==> src/rtl/platform_collision.sv <==
// Per-frame landing detector: snapshots platforms and doodle, scans one platform per cycle.
// Optional PLATFORM_COLLISION_STATS_EN adds land_count and overrun outputs.
module platform_collision (
  input  logic       Clk,
  input  logic       Reset_n,
  input  logic [1:0] frame_clk_edge,
  input  logic [9:0] Platform_X_in [0:7],
  input  logic [9:0] Platform_Y_in [0:7],
  input  logic [7:0] platform_size,
  input  logic [9:0] Doodle_X,
  input  logic [9:0] Doodle_Y,
  input  logic [7:0] Doodle_Size,
  input  logic [9:0] Doodle_Y_motion,
  output logic       busy,
  output logic       land,
  output logic [2:0] land_idx,
  output logic [9:0] land_Y,
  output logic [7:0] hit_mask
`ifdef PLATFORM_COLLISION_STATS_EN
  ,
  output logic [15:0] land_count,
  output logic        overrun
`endif
);

  localparam int          N_PLAT = 8;
  localparam logic [10:0] Y_MAX  = 11'd239;

  typedef enum logic [1:0] {
    IDLE,
    SCAN,
    REPORT
  } state_t;

  state_t state, state_n;

  logic [9:0] s_px [0:N_PLAT-1];
  logic [9:0] s_py [0:N_PLAT-1];
  logic [7:0] s_psize;
  logic [9:0] s_dx;
  logic [9:0] s_dy;
  logic [7:0] s_dsize;
  logic [9:0] s_dmot;

  logic [2:0] idx;
  logic       cand_vld;
  logic [2:0] cand_idx;
  logic [9:0] cand_y;
  logic [7:0] wmask;

  logic        start;
  logic        falling;
  logic        vert;
  logic        horiz;
  logic        hit;
  logic        take;
  logic [10:0] feet;
  logic [10:0] fall_to;
  logic [10:0] p_x;
  logic [10:0] p_y;
  logic [10:0] d_right;
  logic [10:0] p_right;
  logic [7:0]  mask_n;
  logic        cvld_n;
  logic [2:0]  cidx_n;
  logic [9:0]  cy_n;

  assign start = (frame_clk_edge == 2'b01);

  // Hit test on the snapshot, widened to 11 bits so nothing wraps
  always_comb begin
    p_x     = {1'b0, s_px[idx]};
    p_y     = {1'b0, s_py[idx]};
    feet    = {1'b0, s_dy} + {3'b0, s_dsize};
    fall_to = feet + {1'b0, s_dmot};
    d_right = {1'b0, s_dx} + {3'b0, s_dsize};
    p_right = p_x + {3'b0, s_psize};
    falling = !s_dmot[9] && (s_dmot != 10'd0);
    vert    = (feet <= p_y) && (fall_to >= p_y);
    horiz   = (d_right > p_x) && ({1'b0, s_dx} < p_right);
    hit     = falling && vert && horiz && (p_y <= Y_MAX);
    take    = hit && (!cand_vld || (s_py[idx] < cand_y));
  end

  always_comb begin
    mask_n = wmask;
    cvld_n = cand_vld;
    cidx_n = cand_idx;
    cy_n   = cand_y;
    if (hit) mask_n[idx] = 1'b1;
    if (take) begin
      cvld_n = 1'b1;
      cidx_n = idx;
      cy_n   = s_py[idx];
    end
  end

  always_comb begin
    state_n = state;
    busy    = 1'b0;
    land    = 1'b0;
    unique case (state)
      IDLE: begin
        if (start) state_n = SCAN;
      end
      SCAN: begin
        busy = 1'b1;
        if (idx == 3'd7) state_n = REPORT;
      end
      REPORT: begin
        busy    = 1'b1;
        land    = cand_vld;
        state_n = IDLE;
      end
      default: state_n = IDLE;
    endcase
  end

  always_ff @(posedge Clk) begin
    if (!Reset_n) begin
      state <= IDLE;
    end else begin
      state <= state_n;
    end
  end

  always_ff @(posedge Clk) begin
    if (!Reset_n) begin
      idx      <= '0;
      cand_vld <= 1'b0;
      cand_idx <= '0;
      cand_y   <= '0;
      wmask    <= '0;
      land_idx <= '0;
      land_Y   <= '0;
      hit_mask <= '0;
    end else begin
      unique case (state)
        IDLE: begin
          if (start) begin
            idx      <= '0;
            cand_vld <= 1'b0;
            wmask    <= '0;
          end
        end
        SCAN: begin
          idx      <= idx + 3'd1;
          cand_vld <= cvld_n;
          cand_idx <= cidx_n;
          cand_y   <= cy_n;
          wmask    <= mask_n;
          // Results become visible together with the land pulse
          if (idx == 3'd7) begin
            hit_mask <= mask_n;
            if (cvld_n) begin
              land_idx <= cidx_n;
              land_Y   <= cy_n;
            end
          end
        end
        default: ;
      endcase
    end
  end

  always_ff @(posedge Clk) begin
    if (state == IDLE && start) begin
      for (int i = 0; i < N_PLAT; i++) begin
        s_px[i] <= Platform_X_in[i];
        s_py[i] <= Platform_Y_in[i];
      end
      s_psize <= platform_size;
      s_dx    <= Doodle_X;
      s_dy    <= Doodle_Y;
      s_dsize <= Doodle_Size;
      s_dmot  <= Doodle_Y_motion;
    end
  end

`ifdef PLATFORM_COLLISION_STATS_EN
  always_ff @(posedge Clk) begin
    if (!Reset_n) begin
      land_count <= '0;
      overrun    <= 1'b0;
    end else begin
      if (land && land_count != 16'hFFFF) land_count <= land_count + 16'd1;
      if (busy && start) overrun <= 1'b1;
    end
  end
`endif

endmodule

==> config.mk <==
export PLATFORM = sky130hd
export DESIGN_NAME = platform_collision
export DESIGN_NICKNAME = d
export VERILOG_FILES = /design/src/rtl/platform_collision.sv
export SDC_FILE = /design/constraint.sdc
export NUM_CORES = 1
export LEC_CHECK = 0
export CORE_UTILIZATION = 25
export CTS_CLUSTER_DIAMETER = 60
export DETAILED_ROUTE_END_ITERATION = 7
export PLACE_DENSITY_LB_ADDON = 0.2
export SETUP_SLACK_MARGIN = 0.15
export SLEW_MARGIN = 40
export SYNTH_ARGS = -nofsm -noshare
export SYNTH_HDL_FRONTEND = slang
export SYNTH_SLANG_ARGS = --single-unit
export TNS_END_PERCENT = 5
==> constraint.sdc <==
create_clock -name Clk -period 40.4 [get_ports Clk]
set_input_delay 10.1 -clock Clk [delete_from_list [all_inputs] [get_ports Clk]]
set_output_delay 10.1 -clock Clk [all_outputs]
set_load 0.03 [all_outputs]
==> results of run 1 <==
## final cells by class
cell class,count,area [um2]
fillers,4536,30800
flip-flops and latches,257,7210
multi-input cells,491,4480
repair buffers,242,2450
clock buffers,45,913
well taps,607,759
inverters,49,184
clock inverters,16,169
diodes,2,5.00
## worst reg2reg max path, stage by stage (launching register included)
cell and delay (ns):
dfxtp_4 0.62, mux4_2 0.59, mux2_2 0.29, ha_1 0.21, fa_1 0.42, a21oi_1 0.21, o21ai_0 0.21, o21ai_0 0.19
nand2b_1 0.08, xnor2_1 0.18, ha_1 0.29, and4_1 0.20, a2111oi_0 0.33, o21ai_0 0.20, a221oi_1 0.38, o22ai_1 0.23
buf_2 0.22, or3_1 0.64, mux2i_1 0.41, o22ai_1 0.12
## cells in the final DEF, fill, tap and decap left out, types with 5 or more instances in the layout
cell type        count
buf_4                6
nand3_1              7
nand4_1             11
clkbuf_1            10
o211ai_1             5
o22ai_1             11
nor2b_1              8
clkbuf_16           35
clkdlybuf4s50_1    232
nor2_1              41
mux2i_1             26
nor3_1               6
and3_1               5
mux4_1              10
clkinv_1             5
nand2b_1             6
inv_1               48
ha_1                88
edfxtp_1           206
nand2_1             26
mux4_2              30
a211oi_1            13
o21a_1              14
a21o_1              12
dfxtp_1             48
a21oi_1             48
o21ai_0             29
xnor2_1             20
a32oi_1              6
mux2_2               9
xor2_1               8
## flip-flops by register name, summed over array words and instances (netlist names), 8 cells and up, named ones only
signal	count
s_dx	10
hit_mask	8
wmask	8
s_py	80
s_dsize	8
s_px	80
s_psize	8
cand_y	10
land_Y	10
s_dy	10
s_dmot	10
## worst min-delay path by stage
| stage | start | end |
|---|---|---|
| after global placement | wmask[6]$_SDFFE_PN0P_ | wmask[6]$_SDFFE_PN0P_ |
| after global routing | wmask[7]$_SDFFE_PN0P_ | wmask[7]$_SDFFE_PN0P_ |
| after floorplan | wmask[6]$_SDFFE_PN0P_ | wmask[6]$_SDFFE_PN0P_ |
| final | wmask[7]$_SDFFE_PN0P_ | wmask[7]$_SDFFE_PN0P_ |
| after CTS | wmask[7]$_SDFFE_PN0P_ | wmask[7]$_SDFFE_PN0P_ |
| after detailed placement | wmask[7]$_SDFFE_PN0P_ | wmask[7]$_SDFFE_PN0P_ |
## logic make-up (layout without fill, tap and decap cells)
logic type / count (synthesis) / in the layout / synth area share, %
adder cells (fa/ha/maj): 92 / 92 / 9.86
XOR/XNOR: 28 / 28 / 2.05
multiplexers: 76 / 76 / 11.0
buffers and inverters: 74 / 352 / 2.59
flip-flops: 257 / 257 / 60.1
AO/OA/AOI/OAI: 167 / 167 / 9.06
AND/OR/NAND/NOR: 128 / 128 / 5.27
other: 0 / 2 / 0
## report_power, final
group | leakage, nW | internal, mW | switching [mW]
sequential | 2.34 | 0.298 | 0.00380
clock | 0.516 | 0.174 | 0.115
combinational | 2.92 | 0.0463 | 0.0428
total | 5.77 | 0.518 | 0.161
## per-stage QoR
stage	util [%]	total power [mW]
2_1_floorplan	-	0.361
3_3_place_gp	32.0	0.395
3_5_place_dp	32.1	0.397
4_1_cts	34.4	0.690
5_1_grt	34.4	0.711
6_report	34.4	0.679
## metal layers
layer  GRT usage [%]  routed length [um]
met1            16.1               13800
met2            20.8               14300
met3            2.93                1580
met4            4.85                 809
met5               0                  31
==> flow_metrics.py, run 1 <==
metrics = {
    "outcome": {
        "run_status": "complete, no violations",
    },
    "logic_synthesis": {
        "synth.area.top_cells": "edfxtp_1, ha_1, dfxtp_1, mux4_2, mux4_1",
        "yosysTopAreaCellShare_pct": 51.6,
        "synth_cell_types": 57,
        "syn-instance-count": 822,
        "synth_commonest_cells": "edfxtp_1, ha_1, dfxtp_1",
        "synth-seq-cells": 257,
        "yosysTopAreaCell": "edfxtp_1",
        "synth_edf_count": 206,
        "syn_area_um2": 12000,
        "ys_warn_count": 0,
        "synth_area_per_cell_um2": 14.6,
        "yosysSeqAreaShare_pct": 60.1,
        "async_reset_ff_share_pct": 0,
        "synth_ff_type": "edfxtp_1",
        "yosysMostFrequentCell": "edfxtp_1",
        "syn_nets": 1124,
    },
    "clock_network": {
        "cts_resized": 0,
        "postCtsSetupRepairBufs": 0,
        "htree_num_levels": 2,
        "cts_hold_buf": 0,
        "cts_sinks": 257,
        "clk_pin_slew_ns": 0.06,
        "cts_buffers": 34,
        "clk_latency_ns": 0.53,
        "root_buffer": "clkbuf_16",
        "cts_tree": "built",
        "cts_max_path_buffers": 3,
    },
    "job": {
        "drv_cap": 0,
    },
    "timing": {
        "period_share_pct": 29.7,
        "tightest_slew_ns": 0.739,
        "setup_viol": 0,
        "maxSlewViolCount": 0,
        "hold_violations": 0,
        "timing.hold.ws_ns": 0.450,
        "final.min_clock_period_ns": 12.02,
        "layout_setup_ws_ns": 28.38,
        "rsz0062_at_grt": "false",
        "finalSetupTns_ns": 0,
        "max_freq_mhz": 83.2,
        "maxSlewHeadroom_pct": 50.8,
        "finalClockSkew_ns": 0.0152,
    },
    "setup_path": {
        "required_ns": 30.30,
        "crit_slowest_cell": "clkdlybuf4s50_1",
        "worstSetupPathDepth": 3,
        "path_delay_family": "buffers and inverters",
        "arrival_ns": 1.92,
        "critPathLaunchType": "flip-flop",
        "cp_max_fo": 3,
        "crit_path_end_kind": "primary output",
        "slowest_delay_ns": 0.68,
        "startpoint": "state[1]$_SDFFE_PN0P_",
        "endpoint": "busy",
        "reg2reg_depth": 19,
        "reg2reg_to": "land_Y[6]$_SDFFE_PN0P_",
        "path_buf_inv": 2,
        "worst-setup-path-type": "reg -> out",
        "ff2ff_setup_slack_ns": 34.22,
        "path_cells": "inv_1 > ha_1 > clkdlybuf4s50_1",
    },
    "floorplanning": {
        "coreArea_um2": 47000,
        "die_area_um2": 48800,
        "io_pins": 233,
        "start_util_pct": 25.5,
        "std_cell_rows": 79,
        "die-height_um": 221,
        "dieWidth_um": 221,
    },
    "place": {
        "dpl-instance-area_um2": 15100,
        "place.gp.congestion": 0.779,
        "post-place-ws_ns": 27.87,
        "dp.cells": 1645,
        "portBuffers": 232,
        "dp_hpwl_um": 23100,
    },
    "cells_and_area": {
        "fin_nets": 1377,
        "design_area_um2": 16200,
        "drive_above_1_share_pct": 9.55,
        "fin_cells": 1709,
        "syn2layout_area_growth_pct": 35.0,
    },
    "power": {
        "p_per_area_nw_per_um2": 42.0,
        "ir_worst_vdd_mv": 0.0214,
        "p_leak_nw": 5.77,
    },
    "route": {
        "drt-initial-drc-count": 439,
        "drc": 0,
        "num_vias": 7607,
        "viasPerCell": 4.45,
        "drt-pass1-iter-count": 4,
        "routed_wl_um": 30500,
        "wl_per_cell_um": 17.9,
        "ant_nets": 0,
    },
    "global_routing": {
        "grt_antenna_before_repair": 4,
        "grt_util_all_layers_pct": 12.6,
        "grt_pass1_vias": 8068,
        "grt_pass1_wl_um": 46700,
        "grt_max_degree": 89,
        "gr-total-overflow": 0,
    },
    "worst_hold_path": {
        "whs_path_depth": 2,
        "hold_class": "reg -> reg",
    },
}
Power figures use the tool's default switching activity.
==> inputs of run 2 (changes only) <==
==> constraint.sdc (replaced) <==
create_clock -name Clk -period 11.9 [get_ports Clk]
set_input_delay 2.975 -clock Clk [delete_from_list [all_inputs] [get_ports Clk]]
set_output_delay 2.975 -clock Clk [all_outputs]
set_load 0.03 [all_outputs]
==> run 2 against run 1 <==
Against the previous run: critical path depth is 16 higher; clock power increased to 3.7 times the previous value; final cell count is 0.18% lower; power rose to 3.5 times the previous value; utilization up 0.077 points; design area grew 0.22%; global-route usage up 0.24 points; flip-flop and latch count stayed put; worst setup slack worse by 23 ns; via count fell by 0.39%; sequential share of layout area down 0.12 points; combinational power rose to 3.4 times the previous value; critical path type is now reg -> reg; largest power group is now clock; highest routed layer unchanged.
==> flow_metrics.py, run 2 (same netlist as run 1, synthesis figures left out) <==
metrics = {
    "outcome": {
        "run_status": "complete, no violations",
    },
    "setup_path": {
        "reg2reg_depth": 19,
        "critPathLaunchType": "flip-flop",
        "path_common_cell": "o21ai_0",
        "cp_max_fo": 30,
        "arrival_ns": 6.71,
        "slowest_delay_ns": 0.69,
        "ff2ff_setup_slack_ns": 5.64,
        "path_cells": "buf_4 > mux4_2 > mux2_2 > ha_1 > fa_1 > a21oi_1 > o21ai_0 > o21ai_0 > nand2b_1 > xnor2_1 > ha_1 > and4_1 > a2111oi_0 > o21ai_0 > a221oi_1 > o22ai_2 > o31ai_4 > nand2_1 > o22ai_1",
        "worst-setup-path-type": "reg -> reg",
        "required_ns": 12.35,
        "reg2reg_to": "land_Y[5]$_SDFFE_PN0P_",
        "crit_path_end_kind": "flip-flop",
        "crit_slowest_cell": "o31ai_4",
    },
    "floorplanning": {
        "die_area_um2": 48800,
        "std_cell_rows": 79,
        "dieWidth_um": 221,
        "io_pins": 233,
        "coreArea_um2": 47000,
        "start_util_pct": 25.5,
        "die-height_um": 221,
    },
    "timing": {
        "hold_violations": 0,
        "setup_viol": 0,
        "tightest_slew_ns": 0.773,
        "maxSlewViolCount": 0,
        "finalClockSkew_ns": 0.0193,
        "finalSetupTns_ns": 0,
        "period_share_pct": 52.6,
        "timing.hold.ws_ns": 0.461,
        "final.min_clock_period_ns": 6.26,
        "rsz0062_at_grt": "false",
        "maxSlewHeadroom_pct": 48.5,
        "max_freq_mhz": 160,
    },
    "cells_and_area": {
        "syn2layout_area_growth_pct": 35.3,
        "fin_nets": 1374,
        "multi_input_area_um2": 4490,
        "top_regs": "s_px (80), s_py (80)",
        "drive_above_1_share_pct": 10.1,
        "seqCellArea_um2": 7210,
        "final_cell_mix": "clkdlybuf4s50_1, edfxtp_1, ha_1",
        "final_common_cell": "clkdlybuf4s50_1",
        "fin_cells": 1706,
        "fillCellCount": 4509,
        "design_area_um2": 16200,
    },
    "clock_network": {
        "cts_tree": "built",
        "cts_hold_buf": 0,
        "htree_num_levels": 2,
        "cts_max_path_buffers": 3,
        "clk_pin_slew_ns": 0.06,
        "cts_resized": 0,
        "root_buffer": "clkbuf_16",
        "cts_sinks": 257,
        "cts_buffers": 34,
        "postCtsSetupRepairBufs": 0,
        "clk_latency_ns": 0.54,
    },
    "global_routing": {
        "grt_util_all_layers_pct": 12.9,
        "grt_pass1_wl_um": 47700,
        "grt_antenna_before_repair": 10,
        "gr-total-overflow": 0,
        "grt_pass1_vias": 8165,
        "grt_max_degree": 85,
    },
    "route": {
        "viasPerCell": 4.44,
        "num_vias": 7577,
        "routed_wl_um": 31100,
        "drc": 0,
        "ant_nets": 0,
        "drt-pass1-iter-count": 4,
        "wl_per_cell_um": 18.2,
        "drt-initial-drc-count": 263,
    },
    "worst_hold_path": {
        "hold-path-endpoint": "wmask[7]$_SDFFE_PN0P_",
        "whs_path_depth": 2,
        "min_from": "wmask[7]$_SDFFE_PN0P_",
        "hold_class": "reg -> reg",
    },
    "place": {
        "place.gp.congestion": 0.790,
        "dp.cells": 1643,
        "dp_hpwl_um": 23600,
        "dpl-instance-area_um2": 15000,
        "portBuffers": 232,
    },
    "power": {
        "finalPower_mw": 2.39,
        "p_leak_nw": 5.81,
        "p_per_area_nw_per_um2": 148,
        "ir_worst_vdd_mv": 0.0773,
    },
    "job": {
        "drv_cap": 0,
    },
}
run 2: cell count changes in the layout (fill, tap and decap cells not counted), moves of 2 or more:
cell / change
clkbuf_1: -5
clkinv_2: +5
bufinv_16: +3
buf_16: -2
buf_6: +2
clkinv_1: -2
clkinvlp_4: -2
inv_6: +2
run 2: critical path, delay by kind of cell (launching register included):
kind | cells | cell delay [ns]
AO/OA/AOI/OAI | 9 | 2.71
XOR/XNOR | 1 | 0.12
adder cells (fa/ha/maj) | 3 | 0.91
buffers and inverters | 1 | 0.49
flip-flops | 1 | 0.38
multiplexers | 2 | 0.86
AND/OR/NAND/NOR | 3 | 0.63
run 2: worst max-delay path by stage:
stage | slack (ns) | end | startpoint | cells past startpoint
2_1_floorplan | 2.05 | wmask[0]$_SDFFE_PN0P_ | frame_clk_edge[0] | 5
3_3_place_gp | 5.55 | land_Y[6]$_SDFFE_PN0P_ | flip-flop | 19
3_5_place_dp | 5.52 | land_Y[5]$_SDFFE_PN0P_ | flip-flop | 19
4_1_cts | 5.50 | land_Y[5]$_SDFFE_PN0P_ | flip-flop | 19
5_1_grt | 5.11 | land_Y[7]$_SDFFE_PN0P_ | flip-flop | 19
6_report | 5.64 | land_Y[5]$_SDFFE_PN0P_ | flip-flop | 19
run 2: area by class of cell:
type	instances	share of cell area, %
flip-flops and latches	257	44.5
clock inverters	20	1.60
well taps	607	4.69
diodes	2	0.0309
multi-input cells	491	27.7
inverters	49	1.13
repair buffers	239	14.7
clock buffers	41	5.67
run 2: power breakdown:
part	internal, mW	switching [mW]	total [mW]
Combinational	0.155	0.146	0.301
Sequential	1.01	0.0125	1.02
Clock	0.666	0.402	1.07
run 2: layer usage:
layer	wire [um]	GRT usage, %	vias to the layer above
met5	89	0	-
met4	739	4.26	14
met3	2130	4.58	59
met2	14400	21.1	189
met1	13700	15.7	3613
li1	-	-	3702
run 2: stage by stage:
step / util (%) / setup WS (ns)
2_1_floorplan: - / 2.05
3_3_place_gp: 32.0 / 5.55
3_5_place_dp: 32.0 / 5.52
4_1_cts: 34.5 / 5.50
5_1_grt: 34.5 / 5.11
6_report: 34.5 / 5.64
